[src/rtl/usb_rx_packet_parser.sv]
// USB receive packet parser: drains the receiver FIFO, checks and classifies the PID,
// extracts token fields and streams DATA payload with the trailing CRC16 stripped.
module usb_rx_packet_parser #(
   parameter int MAX_PAYLOAD = 64
) (
   input  logic       clk,
   input  logic       n_rst,
   input  logic [7:0] rx_r_data,
   input  logic       rx_empty,
   input  logic       rx_rcving,
   input  logic       rx_r_error,
   output logic       rx_r_enable,
   output logic [7:0] data_out,
   output logic       data_valid,
   input  logic       data_ready,
   output logic       pkt_done,
   output logic [3:0] pkt_pid,
   output logic [6:0] tok_addr,
   output logic [3:0] tok_endp,
   output logic [6:0] pay_len,
   output logic       pid_err,
   output logic       len_err,
   output logic       rx_err
);

   typedef enum logic [2:0] {IDLE, TOK1, TOK2, WEND, HS, DATA, DRAIN, DONE} state_t;

   state_t     state, state_nx;
   logic [7:0] h0, h1;
   logic [1:0] held;

   logic end_cond, pid_ok, stall, hs_accept;
   logic pid_take, tok1_take, tok2_take, shift_in, emit, set_len, set_rx;

   assign end_cond  = !rx_rcving && rx_empty;
   assign pid_ok    = (rx_r_data[7:4] == ~rx_r_data[3:0]) && (rx_r_data[1:0] != 2'b00);
   assign stall     = (held == 2'd2) && data_valid && !data_ready;
   assign hs_accept = data_valid && data_ready;
   assign pkt_done  = (state == DONE);

   always_ff @(posedge clk or negedge n_rst) begin
      if (!n_rst) state <= IDLE;
      else        state <= state_nx;
   end

   always_comb begin
      state_nx    = state;
      rx_r_enable = 1'b0;
      pid_take    = 1'b0;
      tok1_take   = 1'b0;
      tok2_take   = 1'b0;
      shift_in    = 1'b0;
      emit        = 1'b0;
      set_len     = 1'b0;
      set_rx      = 1'b0;
      case (state)
         IDLE: begin
            if (!rx_empty) begin
               rx_r_enable = 1'b1;
               pid_take    = 1'b1;
               if (rx_r_error) begin
                  set_rx   = 1'b1;
                  state_nx = DRAIN;
               end else if (!pid_ok) begin
                  state_nx = DRAIN;
               end else begin
                  case (rx_r_data[1:0])
                     2'b01:   state_nx = TOK1;
                     2'b11:   state_nx = DATA;
                     default: state_nx = HS;
                  endcase
               end
            end
         end
         TOK1, TOK2: begin
            if (rx_r_error) begin
               set_rx   = 1'b1;
               state_nx = DRAIN;
            end else if (!rx_empty) begin
               rx_r_enable = 1'b1;
               tok1_take   = (state == TOK1);
               tok2_take   = (state == TOK2);
               state_nx    = (state == TOK1) ? TOK2 : WEND;
            end else if (end_cond) begin
               // Truncated token: report it rather than waiting forever
               set_len  = 1'b1;
               state_nx = DONE;
            end
         end
         WEND, HS: begin
            if (rx_r_error) begin
               set_rx   = 1'b1;
               state_nx = DRAIN;
            end else if (!rx_empty) begin
               set_len  = 1'b1;
               state_nx = DRAIN;
            end else if (end_cond) begin
               state_nx = DONE;
            end
         end
         DATA: begin
            if (rx_r_error) begin
               set_rx   = 1'b1;
               state_nx = DRAIN;
            end else if (!rx_empty && !stall) begin
               rx_r_enable = 1'b1;
               if (held == 2'd2 && pay_len == 7'(MAX_PAYLOAD)) begin
                  set_len  = 1'b1;
                  state_nx = DRAIN;
               end else begin
                  shift_in = 1'b1;
                  emit     = (held == 2'd2);
               end
            end else if (end_cond && !data_valid) begin
               // h0/h1 now hold the CRC16 and are simply dropped
               set_len  = (held != 2'd2);
               state_nx = DONE;
            end
         end
         DRAIN: begin
            set_rx      = rx_r_error;
            rx_r_enable = !rx_empty;
            if (end_cond && !data_valid) state_nx = DONE;
         end
         DONE:    state_nx = IDLE;
         default: state_nx = IDLE;
      endcase
   end

   always_ff @(posedge clk or negedge n_rst) begin
      if (!n_rst) begin
         h0         <= 8'h00;
         h1         <= 8'h00;
         held       <= 2'd0;
         data_out   <= 8'h00;
         data_valid <= 1'b0;
         pkt_pid    <= 4'h0;
         tok_addr   <= 7'h00;
         tok_endp   <= 4'h0;
         pay_len    <= 7'd0;
         pid_err    <= 1'b0;
         len_err    <= 1'b0;
         rx_err     <= 1'b0;
      end else begin
         if (pid_take) begin
            pid_err  <= !pid_ok;
            len_err  <= 1'b0;
            rx_err   <= set_rx;
            pay_len  <= 7'd0;
            tok_addr <= 7'h00;
            tok_endp <= 4'h0;
            held     <= 2'd0;
            if (pid_ok) pkt_pid <= rx_r_data[3:0];
         end else begin
            if (set_len) len_err <= 1'b1;
            if (set_rx)  rx_err  <= 1'b1;
         end
         if (tok1_take) begin
            tok_addr    <= rx_r_data[6:0];
            tok_endp[0] <= rx_r_data[7];
         end
         if (tok2_take) tok_endp[3:1] <= rx_r_data[2:0];
         // Two-byte delay line keeps the last two bytes back as the CRC
         if (shift_in) begin
            case (held)
               2'd0: begin
                  h0   <= rx_r_data;
                  held <= 2'd1;
               end
               2'd1: begin
                  h1   <= rx_r_data;
                  held <= 2'd2;
               end
               default: begin
                  h0 <= h1;
                  h1 <= rx_r_data;
               end
            endcase
         end
         if (emit) begin
            data_out   <= h0;
            data_valid <= 1'b1;
            pay_len    <= pay_len + 7'd1;
         end else if (hs_accept) begin
            data_valid <= 1'b0;
         end
      end
   end

endmodule

[config.mk]
export PLATFORM = sky130hd
export DESIGN_NAME = usb_rx_packet_parser
export DESIGN_NICKNAME = d
export VERILOG_FILES = /design/src/rtl/usb_rx_packet_parser.sv
export SDC_FILE = /design/constraint.sdc
export NUM_CORES = 1
export LEC_CHECK = 0
export BUFFER_PORTS_ARGS = -buffer_cell sky130_fd_sc_hd__buf_4
export CORE_MARGIN = 2
export CORE_UTILIZATION = 29
export CTS_CLUSTER_SIZE = 10
export DETAILED_ROUTE_END_ITERATION = 10
export PLACE_DENSITY = 0.54
export SYNTH_ARGS = -nofsm -noshare
export SYNTH_HDL_FRONTEND = slang
export SYNTH_SLANG_ARGS = --single-unit
[constraint.sdc]
create_clock -name clk -period 1.8 [get_ports clk]
set_input_delay 0.18 -clock clk [delete_from_list [all_inputs] [get_ports clk]]
set_output_delay 0.18 -clock clk [all_outputs]
set_load 0.01 [all_outputs]
# Yosys cells after proc, flatten, opt, wreduce, memory -nomap -nowiden
# Cells that the tools add are included.
[classes]
n_eq_ne = 16
bitwise_logic = 3
n_mux = 62
n_addsub = 1
reduce_logical = 30
[op_table]
columns = ["operator", "n"]
rows = [
  ["3-bit 2-to-1 mux", 13],
  ["1-bit 2-to-1 mux", 36],
  ["7-bit 2-to-1 mux", 3],
  ["3-bit case mux with 6 select lines", 1],
  ["8-bit case mux with 2 select lines", 1],
  ["2-bit nonzero test", 7],
  ["3-bit equality test, second input constant", 4],
  ["1-bit logical AND", 8],
  ["2-bit AND reduction", 4],
  ["7-bit by 1-bit adder with 7-bit output, second input constant", 1],
  ["7-bit equality test, second input constant", 1],
  ["3-bit by 2-bit equality test with 1-bit output, second input constant", 2],
  ["1-bit logical NOT", 6],
  ["1-bit case mux with 3 select lines", 2],
  ["3-bit case mux with 2 select lines", 1],
  ["5-bit OR reduction", 1],
  ["2-bit by 1-bit equality test with 1-bit output, second input constant", 2],
  ["2-bit equality test, second input constant", 2],
  ["4-bit equality test", 1],
  ["2-bit 2-to-1 mux", 2],
  ["4-bit 2-to-1 mux", 1],
  ["2-bit != test, second input constant", 2],
  ["4-bit != test, second input constant", 1],
  ["4-bit NOT", 1],
  ["7 further kinds", 9],
]
[word_totals]
output_inout_bits = 36
register_bits = 55
in_bits = 14
word_cells = 126

# Longest topological paths before layout
[logic_depth]
ltp_word = 10
ltp_mapped = 7
mapped_depth_nobuf = 6

# Worst setup path after synthesis
# Ideal clock, no wire load.
[synth_timing]
path_kind = "register to register"
from = "register pay_len[0]"
to = "register h0[0]"
required_ns = 1.675
path_slack_ns = 0.015
setup_time_ns = 0.125
t_arrival_ns = 1.660
path_stages_with_launch = 7
synth_period_minus_slack_ns = 1.785
path_cell_list = "dfrtp_1 -> inv_1 -> ha_1 -> nor2b_1 -> a21o_1 -> a21oi_4 -> mux2_2"
[synth_between]
elab_chain_len = 7
[synth_rtl]
columns = ["element", "line_no", "source"]
rows = [
  ["start: declaration", "20", "output logic [6:0] pay_len,"],
  ["start signal: assignment", "183", "pay_len <= pay_len + 7'd1;"],
  ["7-bit equality test", "107", "if (held == 2'd2 && pay_len == 7'(MAX_PAYLOAD)) begin"],
  ["1-bit logical AND", "107", ""],
  ["1-bit 2-to-1 mux", "107", ""],
  ["1-bit 2-to-1 mux", "105", "end else if (!rx_empty && !stall) begin"],
  ["1-bit 2-to-1 mux", "102", "if (rx_r_error) begin"],
  ["1-bit 2-to-1 mux", "56", "case (state)"],
  ["2-bit AND reduction (no line)", "n/a", ""],
  ["end signal: assignment", "167", "h0 <= rx_r_data;"],
  ["end: declaration", "29", "logic [7:0] h0, h1;"],
]
# Every way passes these cells.
# A chain may end at the register's enable or synchronous reset.

# Worst setup path in the final report
[layout_timing]
from = "register held[0]"
to = "register data_out[5]"
[layout_between]
elab_chain_len = 8
[layout_rtl]
columns = ["element", "line_no", "source"]
rows = [
  ["start: declaration", "30", "logic [1:0] held;"],
  ["start signal: assignment", "134", "held <= 2'd0;"],
  ["start signal: assignment", "152", "held <= 2'd0;"],
  ["start signal: assignment", "168", "held <= 2'd1;"],
  ["2-bit equality test (*)", "37, 107, 112", ""],
  ["1-bit logical AND (2 in series)", "37", "assign stall = (held == 2'd2) && data_valid && !data_ready;"],
  ["1-bit logical NOT", "105", ""],
  ["1-bit logical AND", "105", ""],
  ["1-bit 2-to-1 mux (*)", "105", ""],
  ["1-bit 2-to-1 mux (*)", "102", ""],
  ["1-bit 2-to-1 mux (*)", "56", ""],
  ["end signal: assignment", "135", "data_out <= 8'h00;"],
  ["end signal: assignment", "181", "data_out <= h0;"],
  ["end: declaration", "13", "output logic [7:0] data_out,"],
]
# Mark *: on every way between the ends. The rest lies on a longest branch, timed or not.

==> reports/results.ini <==
[worst_setup_path]
crit_slowest_cell=sky130_fd_sc_hd__dfrtp_1
crit_fanout=14
worst-endpoint-required_ps=2010
timing_worst_setup_path_type=reg -> reg
timing.critical_path.cells=buf_4 > and2b_2 > and3_4 > nand2_4 > mux2_4
category_of_the_worst_setup_path_capture_point=register
critPathLaunchType=register
crit_path_max_incr_delay_ps=430
cpLargestDelayFamily=simple AND/OR/NAND/NOR gates
startpoint_of_the_most_critical_setup_path=held[0]
worst_ep_arrival_time_ps=1920
critical_path_buf_inv_count=1
critical_path.reg2reg.startpoint=held[0]

[synthesis]
synthesis.area_mm2=0.00282
synthCells=241
synth_async_sr_flop_share=1.00
share_of_synthesized_area_occupied_by_flip_flops_and_latches=0.488
ys.flop_type=sky130_fd_sc_hd__dfrtp_1
synthesis.area_per_instance_um2=11.7
syn_nets=257
synth_cell_type_count=57
postSynthRegisterBits=55
yosysWarnings=0
synth_edf_count=0

[power]
share_comb_of_total_power=0.432
power_frac_seq=0.381
total_leakage_power_nw=1.73
vdd_ir_drop_max_mv=0.453
clock_power_share=0.187
cell_int_power_mw=3.14
power.share.switching=0.344
power_density_mw_per_mm2=1310
totalPowerFinal_mw=4.78
power.switching_mw=1.64

[grt]
gr-usage-all-layers=0.130
antenna_found_initial=0
first_global_vias=2073
grt_remaining_overflow=0
grt_first_pass_wirelength_um=10700
largest_net_degree_at_the_start_of_global_routing=56

[sta]
slew_headroom=0.518
clock-skew-final_ps=6.73
setup-tns-final_ps=0
finalSetupViolations=0
finalCriticalPeriod_ps=1710
slew_of_the_pin_with_the_lowest_slew_margin_ps=723
final.setup.worst_slack_ps=91.5
achievable-frequency_ghz=0.585
fin_crit_sh=0.949
report.final.slew_viol_count=0
rsz_0062_raised_after_global_routing=true
timing.final.hold_violations=0

[cells_and_area]
most_common_cell_after_layout_fill_and_taps_aside=sky130_fd_sc_hd__buf_4
areaGrowthSynthToFinish_pct=29.7
final_nets=330
num_antenna_cells=0
mostFrequentLayoutCells=sky130_fd_sc_hd__buf_4, sky130_fd_sc_hd__dfrtp_1, sky130_fd_sc_hd__mux2_2
post_route_cells_drive_above_1_share=0.448

[clocking]
ctsRootBufferMaster=sky130_fd_sc_hd__clkbuf_8
clock_path_buffers=2
insertion_delay_ps=320
cts_buffer_count=5
tritoncts=done
cts_num_sinks=55
clkTransAtPathRegs_ps=110
htree_num_levels=2

[placement]
port_buffers=49
dp_slack_ps=72.0
globalplace.congestion=0.798
place_hpwl_um=4690

[routing]
via_count=2118
drtPass1Iterations=4
detailedRoute.firstIterationViolations=89
totalWireLength_um=6580
via_per_inst=4.77
post-route-drc-count=0
post_drt_wl_per_cell_um=14.8
drt.antenna.violating_nets=0

[status]
run_status=complete, no violations

[min_path]
worstHoldPathType=in -> reg
hp-start=rx_r_data[6]

[die]
top_level_ports=50
rows=35
die_height_um=103
die_area_mm2=0.0105
coreArea_mm2=0.00933
initial_core_util=0.302
die_width_um=103

[flow_run]
cap_violations=0

-- per-layer routing --
layer  track usage  share of wire  routed length (um)
met5             0              0                   0
met4        0.0400          0.013                  87
met3        0.0224          0.036                 236
met2         0.209           0.47                3100
met1         0.181           0.48                3150
-- what timing repair did --
action / 4_1_cts / 5_1_grt
buffers inserted: 0 / 5
resized for setup: 0 / 10
endpoints found under the hold margin: 55 / 0
endpoints found under the setup margin: 0 / 28
hold buffers: 1 / 0
-- cell usage after synthesis, drive strengths merged, types with 2 or more instances --
library cell  count  area (um2)
nor2b             4        25.0
o31ai             2        15.0
nand2            12        52.6
nand4             2        12.5
ha                2        25.0
xnor2             4        35.0
nand3             9        45.0
nand4b            2        17.5
mux2i             3        30.0
dfrtp            55        1380
and3b             2        17.5
or4               3        22.5
and3              2        17.5
o22ai             3        18.8
a22o             11        96.3
nand2b            5        31.3
nor4              2        27.5
o21ai             7        46.3
buf               8        53.8
a31oi             2        12.5
nor2              9        36.3
inv              13        48.8
nand3b            2        15.0
nor4bb            2        20.0
o211ai            2        15.0
o221ai            5        43.8
a21o              2        15.0
clkbuf            4        15.0
nor3b             3        22.5
mux2             35         405
a21oi             8        55.1
nor3              4        25.0
-- final timing paths --
path | to | slack [ps] | cells past startpoint
worst min-delay path | tok_addr[6] | 120 | 2
max in group asynchronous | pay_len[3] | 870 | 2
worst min register to register | pkt_pid[0] | 500 | 1
worst max register to register | data_out[5] | 90 | 5
min in group asynchronous | rx_err | 440 | 2
worst max-delay path | data_out[5] | 90 | 5
-- metrics by stage --
step | hold slack, ps | cell area, um2 | instances | utilization
2_1_floorplan | -116 | 2820 | 241 | -
3_3_place_gp | 287 | 3450 | 430 | 0.370
3_5_place_dp | 293 | 3450 | 430 | 0.370
4_1_cts | 118 | 3580 | 439 | 0.384
5_1_grt | 124 | 3660 | 444 | 0.392
6_report | 120 | 3660 | 444 | 0.392
-- worst reg2reg max path, cell delays in order, from the launching register on --
cell and delay [ps]:
sky130_fd_sc_hd__dfrtp_1 430, sky130_fd_sc_hd__buf_4 160, sky130_fd_sc_hd__and2b_2 290, sky130_fd_sc_hd__and3_4 260
sky130_fd_sc_hd__nand2_4 140, sky130_fd_sc_hd__mux2_4 340
-- logic make-up after synthesis --
kind of cell               share of synthesized area
DFF                                            0.488
and+or+nand+nor                                0.159
muxes                                          0.154
AOI/OAI and AO/OA                              0.135
buffers and inverters                         0.0417
xor gates and xnor gates                      0.0124
adders and majority gates                    0.00888
-- power by group through the flow --
stage	registers, mW	clock network (mW)	logic, mW
3_3_place_gp	1.85	0	1.95
4_1_cts	1.83	0.920	1.98
2_1_floorplan	1.93	0	1.03
3_5_place_dp	1.85	0	1.97
6_report	1.82	0.893	2.06
5_1_grt	1.87	0.965	2.27
-- area by class of cell --
class,instances,area (um2)
clock buffers,5,68.8
well taps,129,161
flip-flops and latches,55,1380
multi-input cells,161,1360
fillers,929,5670
repair buffers,78,588
clock inverters,3,50.0
inverters,13,48.8
-- registers in the layout, summed over array words and instances (netlist names), 2 cells and up --
register / count
tok_endp: 4
h0: 8
held: 2
pkt_pid: 4
data_out: 8
h1: 8
tok_addr: 7
state: 3
pay_len: 7
Note: power is estimated with default switching activity, not from simulation.
